[config.mk]
export PLATFORM = sky130hd
export DESIGN_NAME = lsu_ctrl
export DESIGN_NICKNAME = d
export VERILOG_FILES = /design/src/rtl/lsu_ctrl.sv
export SDC_FILE = /design/constraint.sdc
export NUM_CORES = 1
export LEC_CHECK = 0
export BUFFER_PORTS_ARGS = -buffer_cell sky130_fd_sc_hd__buf_2
export CAP_MARGIN = 10
export CORE_MARGIN = 2
export CORE_UTILIZATION = 27
export DETAILED_ROUTE_END_ITERATION = 8
export SLEW_MARGIN = 20
export SYNTH_ARGS = -nofsm -noshare
export SYNTH_HDL_FRONTEND = slang
export SYNTH_SLANG_ARGS = --single-unit
[constraint.sdc]
create_clock -name clk -period 2.55 [get_ports clk]
set_input_delay 0.51 -clock clk [delete_from_list [all_inputs] [get_ports clk]]
set_output_delay 0.51 -clock clk [all_outputs]
set_load 0.03 [all_outputs]
[src/rtl/lsu_ctrl.sv]
// Load/store unit controller: one request at a time against a word-wide
// memory port. Handles alignment/range errors, sub-word load extraction with
// sign/zero extension, and read-modify-write for byte/half stores.
module lsu_ctrl #(
  parameter int unsigned MEM_DEPTH = 1024
) (
  input  logic        clk,
  input  logic        rst_n,
  input  logic        req_valid,
  output logic        req_ready,
  input  logic        req_we,
  input  logic [1:0]  req_size,
  input  logic        req_unsigned,
  input  logic [31:0] req_addr,
  input  logic [31:0] req_wdata,
  output logic        resp_valid,
  output logic [31:0] resp_rdata,
  output logic        resp_err,
  output logic        mem_rd_en,
  output logic        mem_wr_en,
  output logic [31:0] mem_addr,
  output logic [31:0] mem_wdata,
  input  logic [31:0] mem_rdata
);

  typedef enum logic [1:0] {
    IDLE  = 2'd0,
    READ  = 2'd1,
    WRITE = 2'd2,
    RESP  = 2'd3
  } state_t;

  state_t      state_q, state_d;
  logic        we_q;
  logic [1:0]  size_q;
  logic        uns_q;
  logic [31:0] addr_q;
  logic        err_q;
  // Holds the store data from accept, replaced by the merged word for sub-word stores.
  logic [31:0] word_q, word_d;
  logic [31:0] rdata_q, rdata_d;

  logic        accept;
  logic        req_err;
  logic [4:0]  lane_sh;
  logic [31:0] lane_data;
  logic [31:0] load_ext;
  logic [31:0] merged;
  logic [31:0] word_idx;

  assign accept   = req_valid && (state_q == IDLE);
  assign word_idx = {2'b00, addr_q[31:2]};

  // Decode alignment, size and range errors for the incoming request.
  always_comb begin
    req_err = 1'b0;
    case (req_size)
      2'b00:   req_err = 1'b0;
      2'b01:   req_err = req_addr[0];
      2'b10:   req_err = |req_addr[1:0];
      default: req_err = 1'b1;
    endcase
    if ({2'b00, req_addr[31:2]} >= MEM_DEPTH) req_err = 1'b1;
  end

  // Lane extraction/extension for loads and lane merge for sub-word stores.
  // Halfwords are aligned, so the byte-lane shift also covers the half lane.
  always_comb begin
    lane_sh   = {addr_q[1:0], 3'b000};
    lane_data = mem_rdata >> lane_sh;
    load_ext  = mem_rdata;
    merged    = word_q;
    case (size_q)
      2'b00: begin
        load_ext = uns_q ? {24'h000000, lane_data[7:0]}
                         : {{24{lane_data[7]}}, lane_data[7:0]};
        merged   = (mem_rdata & ~(32'h0000_00FF << lane_sh))
                 | ({24'h000000, word_q[7:0]} << lane_sh);
      end
      2'b01: begin
        load_ext = uns_q ? {16'h0000, lane_data[15:0]}
                         : {{16{lane_data[15]}}, lane_data[15:0]};
        merged   = (mem_rdata & ~(32'h0000_FFFF << lane_sh))
                 | ({16'h0000, word_q[15:0]} << lane_sh);
      end
      default: begin
        load_ext = mem_rdata;
        merged   = word_q;
      end
    endcase
  end

  // Next-state and output decode; memory enables come straight from state.
  always_comb begin
    state_d    = state_q;
    word_d     = word_q;
    rdata_d    = rdata_q;
    req_ready  = 1'b0;
    resp_valid = 1'b0;
    resp_err   = 1'b0;
    mem_rd_en  = 1'b0;
    mem_wr_en  = 1'b0;
    mem_addr   = '0;
    mem_wdata  = '0;
    case (state_q)
      IDLE: begin
        req_ready = 1'b1;
        if (req_valid) begin
          word_d  = req_wdata;
          rdata_d = '0;
          if (req_err)                           state_d = RESP;
          else if (!req_we || req_size != 2'b10) state_d = READ;
          else                                   state_d = WRITE;
        end
      end
      READ: begin
        mem_rd_en = 1'b1;
        mem_addr  = word_idx;
        if (we_q) begin
          word_d  = merged;
          state_d = WRITE;
        end else begin
          rdata_d = load_ext;
          state_d = RESP;
        end
      end
      WRITE: begin
        mem_wr_en = 1'b1;
        mem_addr  = word_idx;
        mem_wdata = word_q;
        state_d   = RESP;
      end
      RESP: begin
        resp_valid = 1'b1;
        resp_err   = err_q;
        state_d    = IDLE;
      end
      default: state_d = IDLE;
    endcase
  end

  assign resp_rdata = rdata_q;

  // State and request registers; request fields latched on accept.
  always_ff @(posedge clk or negedge rst_n) begin
    if (!rst_n) begin
      state_q <= IDLE;
      we_q    <= 1'b0;
      size_q  <= '0;
      uns_q   <= 1'b0;
      addr_q  <= '0;
      err_q   <= 1'b0;
      word_q  <= '0;
      rdata_q <= '0;
    end else begin
      state_q <= state_d;
      word_q  <= word_d;
      rdata_q <= rdata_d;
      if (accept) begin
        we_q   <= req_we;
        size_q <= req_size;
        uns_q  <= req_unsigned;
        addr_q <= req_addr;
        err_q  <= req_err;
      end
    end
  end

endmodule

==> impl_metrics.env <==
export IMPL_ys_warn_count=0
export IMPL_grt_pass1_wl_um=30400
export IMPL_synth_edf_count=0
export IMPL_path_cells="inv_1 -> ha_1 -> buf_4 -> and2_1 -> buf_2"
export IMPL_layout_common_cells="buf_2 (200), dfrtp_1 (103), and2_1 (64)"
export IMPL_clk_path_buf_depth=2
export IMPL_cts_max_level=3
export IMPL_yosysSeqAreaShare_pct=45.1
export IMPL_firstDrtPassIters=5
export IMPL_synth_main_ff_cell="dfrtp_1"
export IMPL_cp_arrival_ns=1.80
export IMPL_vias=5198
export IMPL_io_pins=204
export IMPL_cts_tree="built"
export IMPL_gp_congestion=0.867
export IMPL_ys_seq_elements=103
export IMPL_instances_no_fill=1047
export IMPL_die_w_um=149
export IMPL_grt_max_degree=50
export IMPL_cts_resized=0
export IMPL_final_common_cell="buf_2"
export IMPL_num_rows=53
export IMPL_grt_pass1_vias=5303
export IMPL_fin_worst_skew_ns=0.0110
export IMPL_dieArea_um2=22300
export IMPL_crit_cells=5
export IMPL_synth_distinct_cells=47
export IMPL_area_delta_synth_final_pct=28.9
export IMPL_wirelength_um=19800
export IMPL_grt_overflow_total=0
export IMPL_critPathKind="reg -> out"
export IMPL_path_max_fanout=31
export IMPL_synthCells=575
export IMPL_worst_path_buf_inv=3
export IMPL_outcome="finished clean"
export IMPL_setup_viol=0
export IMPL_wl_per_cell_um=19.0
export IMPL_end_kind="primary output"
export IMPL_die_h_um=149
export IMPL_cts_root_buffer="clkbuf_16"
export IMPL_post_cts_buffers=0
export IMPL_setup_tns_ns=0
export IMPL_hold_path_class="in -> async"
export IMPL_slew_headroom_pct=38.9
export IMPL_ff2ff_path_depth=5
export IMPL_fin_crit_ns=2.31
export IMPL_maxCapViolCount=0
export IMPL_finalCoreUtilization_pct=35.3
export IMPL_syn_avg_cell_area_um2=9.93
export IMPL_ant_nets=0
export IMPL_ir_drop_mv=0.708
export IMPL_power_mw=10.9
export IMPL_max_stage_delay_ns=0.40
export IMPL_cts_buffers=9
export IMPL_syn_area_um2=5710
export IMPL_crit_required_ns=2.04
export IMPL_fmax_mhz=434
export IMPL_dp_cells=1030
export IMPL_drive_gt1_share_pct=39.0
export IMPL_fin_nets=877
export IMPL_start_kind="flip-flop"
export IMPL_antenna_found_initial=1
export IMPL_rsz0062_at_grt="false"
export IMPL_port_buffer_count=201
export IMPL_synth_async_reset_ratio_pct=100
export IMPL_cts_num_sinks=103
export IMPL_cp_slowest_cell="dfrtp_1"
export IMPL_grt_usage_pct=17.8
export IMPL_slew_viol_final=0
export IMPL_worstMarginPinSlew_ns=0.909
export IMPL_initial_core_util_pct=27.3
export IMPL_place_hpwl_um=14900
export IMPL_design_core_area_um2=20900
export IMPL_period_share_pct=90.4
export IMPL_drc=0
export IMPL_cp_top_family="buffers and inverters"
export IMPL_path_clk_slew_ns=0.07
export IMPL_viasPerCell=4.96
export IMPL_hold_viol=0
export IMPL_cts_hold_buf=0
export IMPL_p_leak_nw=3.56
export IMPL_drt_iter0_markers=287
export IMPL_insertion_delay_ns=0.36
export IMPL_power_density_nw_per_um2=1480
==> power breakdown <==
part | switching, mW | internal (mW) | leakage (nW)
sequential | 0.567 | 2.39 | 1.26
clock | 0.710 | 0.717 | 0.150
combinational | 4.19 | 2.35 | 2.15
total | 5.46 | 5.45 | 3.56
==> through the flow <==
step                      hold WS (ns)  setup slack (ns)  instance area [um2]
after global placement           0.457             0.439                 7060
after detailed placement         0.468             0.377                 7060
after global routing             0.230             0.119                 7360
after floorplan                  0.214             0.277                 5720
final                            0.182             0.244                 7360
after CTS                        0.210             0.220                 7360
==> sequential cells by signal, indices dropped and copies added (netlist names) <==
signal / cells
size_q: 2
state_q: 2
word_q: 32
we_q: 1
err_q: 1
uns_q: 1
addr_q: 32
resp_rdata: 32
==> layer usage <==
layer / global-route usage, % / wire (um)
met5: 0 / 0
met4: 5.14 / 406
met3: 5.34 / 1850
met2: 28.7 / 9230
met1: 23.0 / 8350
==> worst paths after layout <==
kind,startpoint,to,slack [ns]
max,state_q[0]$_DFFE_PN0P_,mem_addr[22],0.24
min,rst_n,addr_q[22]$_DFFE_PN0P_,0.18
max reg2reg,addr_q[0]$_DFFE_PN0P_,word_q[17]$_DFFE_PN0P_,0.35
min reg2reg,word_q[19]$_DFFE_PN0P_,word_q[19]$_DFFE_PN0P_,0.48
max in group asynchronous,rst_n,word_q[20]$_DFFE_PN0P_,1.65
min in group clk,req_addr[8],addr_q[8]$_DFFE_PN0P_,0.38
==> worst register-to-register path, cell delays in order (launching register included) <==
cell and delay, ns:
dfrtp_1 0.64, inv_2 0.21, ha_1 0.34, mux2i_1 0.49
a221oi_1 0.20, o21ai_0 0.22
==> area by class of cell <==
class	instances	area, um2
timing repair buffer	221	1180
antenna	1	2.50
clock inverter	6	61.3
clock buffer	10	239
multi-input combinational	416	2900
tap	275	344
sequential	103	2580
fill	2164	13500
inverter	15	56.3
==> cell usage after synthesis (2+ instances only) <==
master | count | area (um2)
a22oi_1 | 15 | 113
nand2_1 | 39 | 146
and2_1 | 64 | 400
nand3_1 | 2 | 10.0
a21oi_1 | 21 | 105
mux2i_1 | 11 | 110
ha_1 | 8 | 100
a211o_1 | 7 | 61.3
nor4_4 | 2 | 42.5
a221o_2 | 7 | 78.8
a211oi_1 | 16 | 120
nor2_1 | 23 | 86.3
nor3_1 | 20 | 100
buf_2 | 10 | 50.1
buf_4 | 3 | 22.5
inv_1 | 14 | 52.6
a22o_1 | 8 | 70.1
nand2b_1 | 13 | 81.3
o2bb2ai_1 | 7 | 61.3
a21o_1 | 2 | 15.0
mux2_2 | 38 | 428
nor2b_1 | 9 | 56.3
clkbuf_1 | 26 | 97.6
o22ai_1 | 9 | 56.3
a221oi_1 | 8 | 70.1
a221o_1 | 9 | 90.1
o21ai_0 | 51 | 255
buf_1 | 2 | 7.51
or2_2 | 7 | 43.8
nor4_1 | 5 | 31.3
dfrtp_1 | 103 | 2580
==> kinds of logic after synthesis <==
| logic type | count (synthesis) | share of synthesized area, % |
|---|---|---|
| AO/OA/AOI/OAI | 166 | 20.1 |
| adder cells (fa/ha/maj) | 8 | 1.75 |
| AND/OR/NAND/NOR | 189 | 18.4 |
| flip-flops | 103 | 45.1 |
| multiplexers | 51 | 10.2 |
| buffers and inverters | 57 | 4.29 |
| other | 1 | 0.0657 |
(Power assumes the default switching activity.)
